File: config.mk
export PLATFORM = sky130hd
export DESIGN_NAME = cpu_ctrl_seq
export DESIGN_NICKNAME = d
export VERILOG_FILES = /design/src/rtl/cpu_pkg.sv /design/src/rtl/cpu_ctrl_seq.sv
export SDC_FILE = /design/constraint.sdc
export NUM_CORES = 1
export LEC_CHECK = 0
export CORE_MARGIN = 3
export CORE_UTILIZATION = 47
export CTS_CLUSTER_SIZE = 25
export DETAILED_ROUTE_END_ITERATION = 10
export GPL_ROUTABILITY_DRIVEN = 0
export PLACE_DENSITY = 0.79
export SLEW_MARGIN = 20
export SYNTH_ARGS = -nofsm -noshare
export SYNTH_HDL_FRONTEND = slang
export SYNTH_SLANG_ARGS = --single-unit
File: constraint.sdc
create_clock -name clk -period 2.7 [get_ports clk]
set_clock_uncertainty 0.1 [all_clocks]
set_input_delay 0.54 -clock clk [delete_from_list [all_inputs] [get_ports clk]]
set_output_delay 0.54 -clock clk [all_outputs]
set_load 0.01 [all_outputs]
File: src/rtl/cpu_pkg.sv
// Shared definitions for the 8-bit accumulator CPU controller.
//   - Instruction opcodes (IR[15:12])
//   - ALU command codes driven on alu_s
//   - Controller state type
package cpu_pkg;

  // Instruction opcodes
  localparam logic [3:0] OP_CLA = 4'h0;
  localparam logic [3:0] OP_COM = 4'h1;
  localparam logic [3:0] OP_SHR = 4'h2;
  localparam logic [3:0] OP_CSL = 4'h3;
  localparam logic [3:0] OP_STP = 4'h4;
  localparam logic [3:0] OP_ADD = 4'h5;
  localparam logic [3:0] OP_STA = 4'h6;
  localparam logic [3:0] OP_LDA = 4'h7;
  localparam logic [3:0] OP_JMP = 4'h8;
  localparam logic [3:0] OP_BAN = 4'h9;

  // ALU idles in pass-through whenever no operation is executing
  localparam logic [3:0] ALU_PASS = 4'b0110;

  typedef enum logic [2:0] {
    ST_IF,
    ST_DEC,
    ST_EX,
    ST_RD,
    ST_WR,
    ST_HALT
  } state_e;

  // Opcodes whose result comes straight from the ALU without a memory operand
  function automatic logic is_reg_op(input logic [3:0] op);
    return (op == OP_CLA) || (op == OP_COM) || (op == OP_SHR) || (op == OP_CSL);
  endfunction

endpackage

File: src/rtl/cpu_ctrl_seq.sv
// Multi-cycle fetch/decode/execute controller for the 8-bit accumulator CPU.
// Owns PC, IR, ACC, MBR and the carry/zero flags, fetches 16-bit
// instructions over a req/ack memory port and sequences an external ALU.
//
// Ports
//   clk, rst            clock (rising edge), asynchronous active-high reset
//   mem_req/we/addr     memory request, held stable until mem_ack
//   mem_wdata           store data (ACC)
//   mem_rdata, mem_ack  read data and 1-cycle completion strobe
//   alu_s/a/b           ALU opcode and operands (a = ACC, b = MBR)
//   alu_result/cf/zf    ALU result and flags
//   halted              set once STP has been decoded
//   acc, pc             observation of accumulator and program counter
module cpu_ctrl_seq
  import cpu_pkg::*;
#(
  parameter int unsigned   AW       = 8,
  parameter logic [AW-1:0] RESET_PC = '0
) (
  input  logic          clk,
  input  logic          rst,
  output logic          mem_req,
  output logic          mem_we,
  output logic [AW-1:0] mem_addr,
  output logic [7:0]    mem_wdata,
  input  logic [15:0]   mem_rdata,
  input  logic          mem_ack,
  output logic [3:0]    alu_s,
  output logic [7:0]    alu_a,
  output logic [7:0]    alu_b,
  input  logic [7:0]    alu_result,
  input  logic          alu_cf,
  input  logic          alu_zf,
  output logic          halted,
  output logic [7:0]    acc,
  output logic [AW-1:0] pc
);

  state_e        state_q;
  logic [AW-1:0] pc_q;
  logic [AW-1:0] addr_q;
  logic [7:0]    acc_q;
  logic [7:0]    mbr_q;
  logic [3:0]    ir_op_q;
  logic [7:0]    ir_addr_q;
  logic [3:0]    alu_s_q;
  logic          cf_q;
  logic          zf_q;
  logic          req_q;
  logic          we_q;
  logic          halted_q;

  logic [AW-1:0] pc_inc_d;
  logic [AW-1:0] opnd_addr_d;
  logic [AW-1:0] branch_addr_d;

  assign pc_inc_d    = pc_q + 1'b1;
  assign opnd_addr_d = AW'(ir_addr_q);

  // JMP always redirects; BAN only when ACC is negative, otherwise the
  // already-incremented PC is the fall-through address.
  assign branch_addr_d = ((ir_op_q == OP_JMP) || acc_q[7]) ? opnd_addr_d : pc_q;

  // Flags and IR[11:8] have no consumer on this block's ports.
  logic unused_ok;
  assign unused_ok = ^{mem_rdata[11:8], cf_q, zf_q};

  always_ff @(posedge clk or posedge rst) begin
    if (rst) begin
      state_q   <= ST_IF;
      pc_q      <= RESET_PC;
      addr_q    <= '0;
      acc_q     <= '0;
      mbr_q     <= '0;
      ir_op_q   <= '0;
      ir_addr_q <= '0;
      alu_s_q   <= ALU_PASS;
      cf_q      <= 1'b0;
      zf_q      <= 1'b0;
      req_q     <= 1'b0;
      we_q      <= 1'b0;
      halted_q  <= 1'b0;
    end else begin
      unique case (state_q)
        ST_IF: begin
          // Request is raised here only for the first fetch after reset;
          // every other entry into IF already arrives with the request set.
          if (!req_q) begin
            req_q  <= 1'b1;
            we_q   <= 1'b0;
            addr_q <= pc_q;
          end else if (mem_ack) begin
            ir_op_q   <= mem_rdata[15:12];
            ir_addr_q <= mem_rdata[7:0];
            pc_q      <= pc_inc_d;
            req_q     <= 1'b0;
            state_q   <= ST_DEC;
          end
        end

        ST_DEC: begin
          if (is_reg_op(ir_op_q)) begin
            alu_s_q <= ir_op_q;
            state_q <= ST_EX;
          end else begin
            case (ir_op_q)
              OP_ADD, OP_LDA: begin
                req_q   <= 1'b1;
                we_q    <= 1'b0;
                addr_q  <= opnd_addr_d;
                state_q <= ST_RD;
              end
              OP_STA: begin
                req_q   <= 1'b1;
                we_q    <= 1'b1;
                addr_q  <= opnd_addr_d;
                state_q <= ST_WR;
              end
              OP_JMP, OP_BAN: begin
                pc_q    <= branch_addr_d;
                req_q   <= 1'b1;
                we_q    <= 1'b0;
                addr_q  <= branch_addr_d;
                state_q <= ST_IF;
              end
              OP_STP: begin
                halted_q <= 1'b1;
                state_q  <= ST_HALT;
              end
              default: begin
                req_q   <= 1'b1;
                we_q    <= 1'b0;
                addr_q  <= pc_q;
                state_q <= ST_IF;
              end
            endcase
          end
        end

        ST_RD: begin
          if (mem_ack) begin
            mbr_q   <= mem_rdata[7:0];
            req_q   <= 1'b0;
            alu_s_q <= ir_op_q;
            state_q <= ST_EX;
          end
        end

        ST_EX: begin
          acc_q <= alu_result;
          if (ir_op_q == OP_ADD) begin
            cf_q <= alu_cf;
            zf_q <= alu_zf;
          end
          alu_s_q <= ALU_PASS;
          req_q   <= 1'b1;
          we_q    <= 1'b0;
          addr_q  <= pc_q;
          state_q <= ST_IF;
        end

        ST_WR: begin
          // Store done: the request line stays up and turns directly into
          // the next instruction fetch.
          if (mem_ack) begin
            we_q    <= 1'b0;
            addr_q  <= pc_q;
            state_q <= ST_IF;
          end
        end

        ST_HALT: begin
        end

        default: state_q <= ST_IF;
      endcase
    end
  end

  assign mem_req   = req_q;
  assign mem_we    = we_q;
  assign mem_addr  = addr_q;
  assign mem_wdata = acc_q;
  assign alu_s     = alu_s_q;
  assign alu_a     = acc_q;
  assign alu_b     = mbr_q;
  assign halted    = halted_q;
  assign acc       = acc_q;
  assign pc        = pc_q;

endmodule

==> results of run 1 <==
==> final timing paths <==
| kind | to | cells after the start | from |
|---|---|---|---|
| worst min-delay path | alu_s[3] | 2 | alu_s[3] |
| worst max register to register | mem_addr[6] | 4 | state_q[0] |
| min in group asynchronous | mem_addr[1] | 2 | rst |
| worst min register to register | alu_s[3] | 2 | alu_s[3] |
| worst max-delay path | mem_addr[6] | 4 | state_q[0] |
| max in group asynchronous | alu_b[7] | 3 | rst |
==> area by class of cell <==
| type | instances | area [um2] | share of cell area |
|---|---|---|---|
| clock buffers | 5 | 68.8 | 0.0192 |
| clock inverters | 3 | 43.8 | 0.0122 |
| inverters | 6 | 22.5 | 0.00630 |
| multi-input cells | 165 | 1160 | 0.324 |
| flip-flops and latches | 54 | 1350 | 0.379 |
| well taps | 72 | 90.1 | 0.0252 |
| repair buffers | 86 | 838 | 0.234 |
==> power by group <==
part / total [uW] / switching (uW) / internal [uW]
sequential: 808 / 0 / 808
combinational: 54.9 / 23.4 / 31.4
clock: 544 / 266 / 278
total: 1410 / 289 / 1120
==> cell usage after synthesis (4+ instances only) <==
library cell / count / area (um2)
nand3_1: 6 / 30.0
buf_4: 16 / 120
clkbuf_1: 4 / 15.0
mux2i_1: 8 / 80.1
mux2_2: 9 / 101
buf_2: 7 / 35.0
o21ai_1: 12 / 60.1
inv_1: 5 / 18.8
a21oi_1: 15 / 75.1
o21ai_0: 11 / 55.1
mux2_1: 18 / 203
nand2_1: 20 / 75.1
dfrtp_1: 52 / 1300
or3_1: 7 / 43.8
nor2_1: 13 / 48.8
==> logic make-up (layout without fill, tap and decap cells) <==
| logic type | Yosys count | after routing | share of synthesized area |
|---|---|---|---|
| compound gates | 59 | 59 | 0.137 |
| fa+ha+maj | 1 | 1 | 0.00459 |
| buf+inv | 35 | 100 | 0.0789 |
| flops | 54 | 54 | 0.496 |
| mux | 35 | 35 | 0.141 |
| simple gates | 70 | 70 | 0.143 |
==> metal layers <==
| metal | wire, um | vias to the layer above | track usage |
|---|---|---|---|
| met5 | 0 | - | 0 |
| met4 | 91 | 0 | 0.0648 |
| met3 | 528 | 8 | 0.0445 |
| met2 | 2770 | 109 | 0.291 |
| met1 | 2530 | 1008 | 0.247 |
| li1 | - | 1020 | - |
==> placed cells by master (no fill, tap or decap), drive strengths merged, types with 3 or more instances in the layout <==
| master | count |
|---|---|
| a21oi | 15 |
| nor2 | 13 |
| inv | 7 |
| clkbuf | 5 |
| o22ai | 3 |
| nor2b | 3 |
| mux2i | 8 |
| nand3 | 6 |
| and3 | 3 |
| clkdlybuf4s50 | 77 |
| mux2 | 27 |
| dfrtp | 52 |
| or3 | 7 |
| buf | 9 |
| o21ai | 24 |
| nand2 | 20 |
| nor3b | 3 |
==> flip-flops by register name, summed over array words and instances (netlist names), 3 cells and up <==
| signal | count |
|---|---|
| acc | 8 |
| alu_b | 8 |
| ir_addr_q | 8 |
| mem_addr | 8 |
| pc | 8 |
| alu_s | 4 |
| ir_op_q | 4 |
| state_q | 3 |
==> per-stage QoR <==
| step | area, um2 | total power, uW |
|---|---|---|
| after floorplan | 2730 | 839 |
| after global placement | 3460 | 880 |
| after detailed placement | 3460 | 880 |
| after CTS | 3580 | 1420 |
| after global routing | 3580 | 1460 |
| final | 3580 | 1410 |
==> tightest hold or removal path, cell delays in order (launching register included) <==
cell	delay (ps)
dfrtp_1	350
nand2_1	40
o21ai_0	60
==> impl_results.rst, run 1 <==
.. list-table::
   :header-rows: 1

   * - Metric
     - Value
   * - Number of instances in the placed design
     - 383
   * - Via Count
     - 2145
   * - Count of maximum capacitance violations
     - 0
   * - Die Outline Area
     - 0.00675 mm2
   * - Finished Core Util
     - 0.642
   * - Number of antenna diodes
     - 0
   * - Final Hold Vio Count
     - 0
   * - Most used flip-flop cell after synthesis
     - dfrtp_1
   * - Total power divided by cell area
     - roughly 390 mW/mm2
   * - Clk slew on worst S/H paths
     - around 100 ps
   * - Number of DRC markers in iteration 0
     - roughly 180
   * - Hold_ws
     - a little under 400 ps
   * - Total routing usage reported by global routing
     - 0.184
   * - Routed vias/inst
     - 5.49
   * - Headroom to the max-slew limit
     - 0.596
   * - Quantity of hold-fixing buffers added after cts
     - 0
   * - Root Buffer
     - clkbuf_8
   * - Number of endpoints failing setup at the final stage
     - 0
   * - Maximum level of the CTS H-tree
     - 2
   * - Number of instances in the synthesized netlist
     - 254
   * - Static Leakage
     - roughly 0.0016 uW
   * - Pre-CTS setup slack
     - 101 ps
   * - Width of the chip
     - 82.2 um
   * - Nets
     - about 350
   * - Final wirelength
     - between 5 and 6 mm
   * - Number of unique standard cell types used by synthesis
     - 50
   * - Count of buffers added by post-CTS timing repair for setup
     - 0
   * - TritonCTS clock tree
     - done
   * - Endpoint required time on the critical path
     - ~2800 ps
   * - First-pass GRT wire length
     - a little under 10 mm
   * - Critical Path Source Type
     - register
   * - Total of flip-flops plus latches after synthesis
     - 54
   * - R2R Setup Slk
     - 350 ps
   * - Share of layout cells above drive strength 1
     - 0.107
   * - Drt first pass iters
     - 4
   * - Transition at the pin with the smallest max-transition slack
     - about 600 ps
   * - Total gr overflow
     - 0
   * - Number of buffer and inverter stages on the critical path
     - 0
   * - Path type of the worst min-delay path
     - reg -> reg
   * - Worst path cell trace
     - or3b_1 -> a211oi_4 -> mux2i_1 -> o21ai_1
   * - Initial standard-cell utilization of the core
     - 0.489
   * - Clock buffer depth
     - 2
   * - Setup crit end kind
     - register
   * - Result of the run
     - complete, no violations
   * - Detailed placement HPWL
     - roughly 4.4 mm
   * - Syn Area/Cell
     - around 11 um2
   * - Largest driver fanout on the critical path
     - 12
   * - Syn nets
     - approximately 280
   * - Number of global-route vias before repair
     - ~2k
   * - Part of the Yosys area used for sequential elements
     - 0.496
   * - Shortest clock period the worst path allows after layout
     - ~2400 ps
   * - Pin count of the biggest net entering global routing
     - 24
   * - Post-route worst setup slack
     - about 350 ps
   * - Std-Cell Core Area
     - around 0.0056 mm2
   * - Area delta synth->final
     - 31.1%
   * - Post-route ant nets
     - 0
   * - Number of remaining DRC errors
     - 0
   * - Vertical extent of the die
     - between 80 and 90 um
   * - Number of resized instances in the post-cts repair step
     - 0
   * - Library cell contributing the largest single delay on the critical path
     - a211oi_4
   * - Final cell count without fillers
     - slightly below 400
   * - Largest stage delay on the critical path
     - around 610 ps
   * - Maximum frequency from static timing analysis
     - 425 MHz
   * - Final Cycle Share
     - 0.871
   * - TritonCTS Buffers
     - 5
   * - Combined area of all synthesized cells
     - between 0.002 and 0.003 mm2
   * - Critical path start-end classification
     - reg -> reg
   * - Number of buffer cells added on primary ports
     - between 70 and 80
   * - Worst ir drop on vdd
     - roughly 0.0004 V
   * - RSZ-0062 raised after global routing
     - no
   * - Routed WL per cell
     - about 15 um
   * - Sum of negative setup slack
     - 0 ps
   * - I/O pins
     - between 80 and 90
   * - Initial antenna violation count
     - 0
   * - Proportion of synthesized flip-flops having asynchronous set or reset
     - 1.00
   * - Slew Limit Fails
     - 0
   * - Number of sinks handled by clock tree synthesis
     - 54
   * - Count of flip-flops with a built-in enable after synthesis
     - 0
   * - Worst-skew pair later-pin latency
     - ~310 ps
   * - Cell class contributing the biggest share of worst-path delay
     - compound AO/OA/AOI/OAI gates
   * - Data arrival, critical path
     - 2460 ps
   * - Number of fillers in the final layout
     - about 450
   * - Total of warnings raised by yosys
     - 0
   * - Number of standard-cell rows in the floorplan
     - 27
Note: power is estimated with default switching activity, not from simulation.
==> inputs of run 2 (changes only) <==
--- a/config.mk
+++ b/config.mk
@@ -10,7 +10,7 @@
 export CTS_CLUSTER_SIZE = 25
 export DETAILED_ROUTE_END_ITERATION = 10
 export GPL_ROUTABILITY_DRIVEN = 0
-export PLACE_DENSITY = 0.79
+export PLACE_DENSITY = 0.8
 export SLEW_MARGIN = 20
 export SYNTH_ARGS = -nofsm -noshare
 export SYNTH_HDL_FRONTEND = slang
==> run 2 against run 1 <==
  * Critical path depth unchanged
  * First-iteration DRC count grew 0.56%
  * Clock power decreased by 14%
  * Total power shrank 5.3%
  * Combinational power up 3.8%
  * Largest power group unchanged
==> impl_results.rst, run 2 (synthesis gave the netlist of run 1 again) <==
.. list-table::
   :header-rows: 1

   * - Metric
     - Value
   * - Maximum frequency from static timing analysis
     - 414 MHz (was 425 MHz)
   * - Worst-skew pair later-pin latency
     - 310 ps (about the same)
   * - Result of the run
     - complete, no violations (unchanged)
   * - I/O pins
     - 84 (unchanged)
   * - Top library cells by usage in the layout, fill and taps aside
     - 77 x clkdlybuf4s50_1, 52 x dfrtp_1, 20 x nand2_1 (unchanged)
   * - Root Buffer
     - clkbuf_8 (unchanged)
   * - Post-route ant nets
     - 0 (unchanged)
   * - Endpoint required time on the critical path
     - 2800 ps (about the same)
   * - Number of instances in the placed design
     - 382 (was 383)
   * - Post-route worst setup slack
     - 287 ps (was 349 ps)
   * - Total power divided by cell area
     - 374 mW/mm2 (was 393 mW/mm2)
   * - Met1 track utilization from global routing
     - 0.270 (was 0.247)
   * - TritonCTS clock tree
     - done (unchanged)
   * - Detailed placement HPWL
     - 4.42 mm (was 4.43 mm)
   * - Clk slew on worst S/H paths
     - 110 ps (was 100 ps)
   * - Overall power after layout
     - 1330 uW (was 1410 uW)
   * - Routed vias/inst
     - 5.54 (was 5.49)
   * - Headroom to the max-slew limit
     - 0.599 (was 0.596)
   * - Number of resized instances in the post-cts repair step
     - 0 (unchanged)
   * - Final Hold Vio Count
     - 0 (unchanged)
   * - Count of buffers added by post-CTS timing repair for setup
     - 0 (unchanged)
   * - Std-Cell Core Area
     - 0.00557 mm2 (unchanged)
   * - Pre-CTS setup slack
     - 125 ps (was 101 ps)
   * - Width of the chip
     - 82.2 um (unchanged)
   * - Routed WL per cell
     - 15.3 um (was 15.1 um)
   * - Vertical extent of the die
     - 82.2 um (unchanged)
   * - Most common library cell in the layout ignoring fill and taps
     - clkdlybuf4s50_1 (unchanged)
   * - Path type of the worst min-delay path
     - in -> async (was reg -> reg)
   * - First-pass GRT wire length
     - 9.66 mm (was 9.60 mm)
   * - Clock buffer depth
     - 2 (unchanged)
   * - Fraction of met3 tracks used by global routing
     - 0.0380 (was 0.0445)
   * - Number of endpoints failing setup at the final stage
     - 0 (unchanged)
   * - Number of sinks handled by clock tree synthesis
     - 54 (unchanged)
   * - Startpoint of the most critical register-to-register path
     - state_q[1] (was state_q[0])
   * - Pin count of the biggest net entering global routing
     - 29 (was 24)
   * - Sum of negative setup slack
     - 0 ps (unchanged)
   * - Static Leakage
     - 0.00155 uW (was 0.00156 uW)
   * - Maximum level of the CTS H-tree
     - 2 (unchanged)
   * - Final Cycle Share
     - 0.894 (was 0.871)
   * - Number of buffer cells added on primary ports
     - 77 (unchanged)
   * - Nets
     - 347 (was 348)
   * - Routing usage on met2
     - 0.279 (was 0.291)
   * - Number of DRC markers in iteration 0
     - 178 (was 177)
   * - RSZ-0062 raised after global routing
     - no (unchanged)
   * - Die Outline Area
     - 0.00675 mm2 (unchanged)
   * - Initial standard-cell utilization of the core
     - 0.489 (unchanged)
   * - Data arrival, critical path
     - 2520 ps (was 2460 ps)
   * - Count of maximum capacitance violations
     - 0 (unchanged)
   * - Number of standard-cell rows in the floorplan
     - 27 (unchanged)
   * - Total gr overflow
     - 0 (unchanged)
   * - Initial antenna violation count
     - 0 (unchanged)
   * - Drt first pass iters
     - 4 (unchanged)
   * - Largest driver fanout on the critical path
     - 15 (was 12)
   * - Slew Limit Fails
     - 0 (unchanged)
   * - Worst ir drop on vdd
     - 0.000249 V (was 0.000394 V)
   * - Via Count
     - 2161 (was 2145)
   * - Transition at the pin with the smallest max-transition slack
     - 602 ps (was 604 ps)
   * - Total routing usage reported by global routing
     - 0.183 (was 0.184)
   * - Number of antenna diodes
     - 0 (unchanged)
   * - Shortest clock period the worst path allows after layout
     - 2410 ps (was 2350 ps)
   * - Critical Path Source Type
     - register (unchanged)
   * - Share of layout cells above drive strength 1
     - 0.104 (was 0.107)
   * - Area delta synth->final
     - 30.6% (was 31.1%)
   * - TritonCTS Buffers
     - 5 (unchanged)
   * - Quantity of hold-fixing buffers added after cts
     - 0 (unchanged)
   * - Final wirelength
     - 5.95 mm (was 5.92 mm)
   * - Setup crit end kind
     - register (unchanged)
   * - Hold_ws
     - 364 ps (was 385 ps)
   * - Final cell count without fillers
     - 390 (was 391)
   * - CP startpoint
     - state_q[1] (was state_q[0])
   * - Number of global-route vias before repair
     - 1942 (was 1999)
   * - Number of remaining DRC errors
     - 0 (unchanged)
   * - Busiest layer in global routing
     - met2 (unchanged)
   * - Critical path start-end classification
     - reg -> reg (unchanged)
[run 2: changes by cell type in the layout (fill, tap and decap cells not counted)]
cell,before,now
buf_12,0,1
buf_4,9,7
bufinv_16,1,0
clkinv_2,1,0
clkinv_4,0,1
clkinvlp_4,0,1
[run 2: metal layers]
layer / wire [um] / part of all wire
met3: 438 / 0.074
met4: 52 / 0.0087
met5: 0 / 0
met1: 2600 / 0.44
met2: 2870 / 0.48
[run 2: where the power goes]
group | switching [uW] | total [uW] | internal (uW)
Sequential | 0 | 808 | 808
Combinational | 23.6 | 57.0 | 33.4
Clock | 279 | 466 | 188
Total | 302 | 1330 | 1030
[run 2: stage by stage]
stage / area [um2] / utilization
after floorplan: 2730 / -
after global placement: 3470 / 0.622
after detailed placement: 3470 / 0.622
after CTS: 3560 / 0.639
after global routing: 3560 / 0.639
final: 3560 / 0.639
[run 2: path summary, 6_finish.rpt]
path | to | slack, ps | cells past startpoint
max reg2reg | mem_addr[4] | 290 | 4
max in group asynchronous | alu_s[1] | 1630 | 3
max | mem_addr[4] | 290 | 4
min in group clk | alu_s[2] | 390 | 2
min | mem_addr[1] | 360 | 2
min reg2reg | alu_s[2] | 390 | 2
[run 2: worst max-delay path, cell delays in order (launching register included)]
cell	delay (ps)
dfrtp_1	560
or3b_1	630
a211oi_4	600
mux2i_1	340
o21ai_1	80
[run 2: area by class of cell]
cell class | instances | area [um2]
fill | 455 | 2010
sequential | 54 | 1350
multi-input combinational | 165 | 1160
timing repair buffer | 85 | 843
tap | 72 | 90.1
clock buffer | 5 | 68.8
clock inverter | 3 | 25.0
inverter | 6 | 22.5
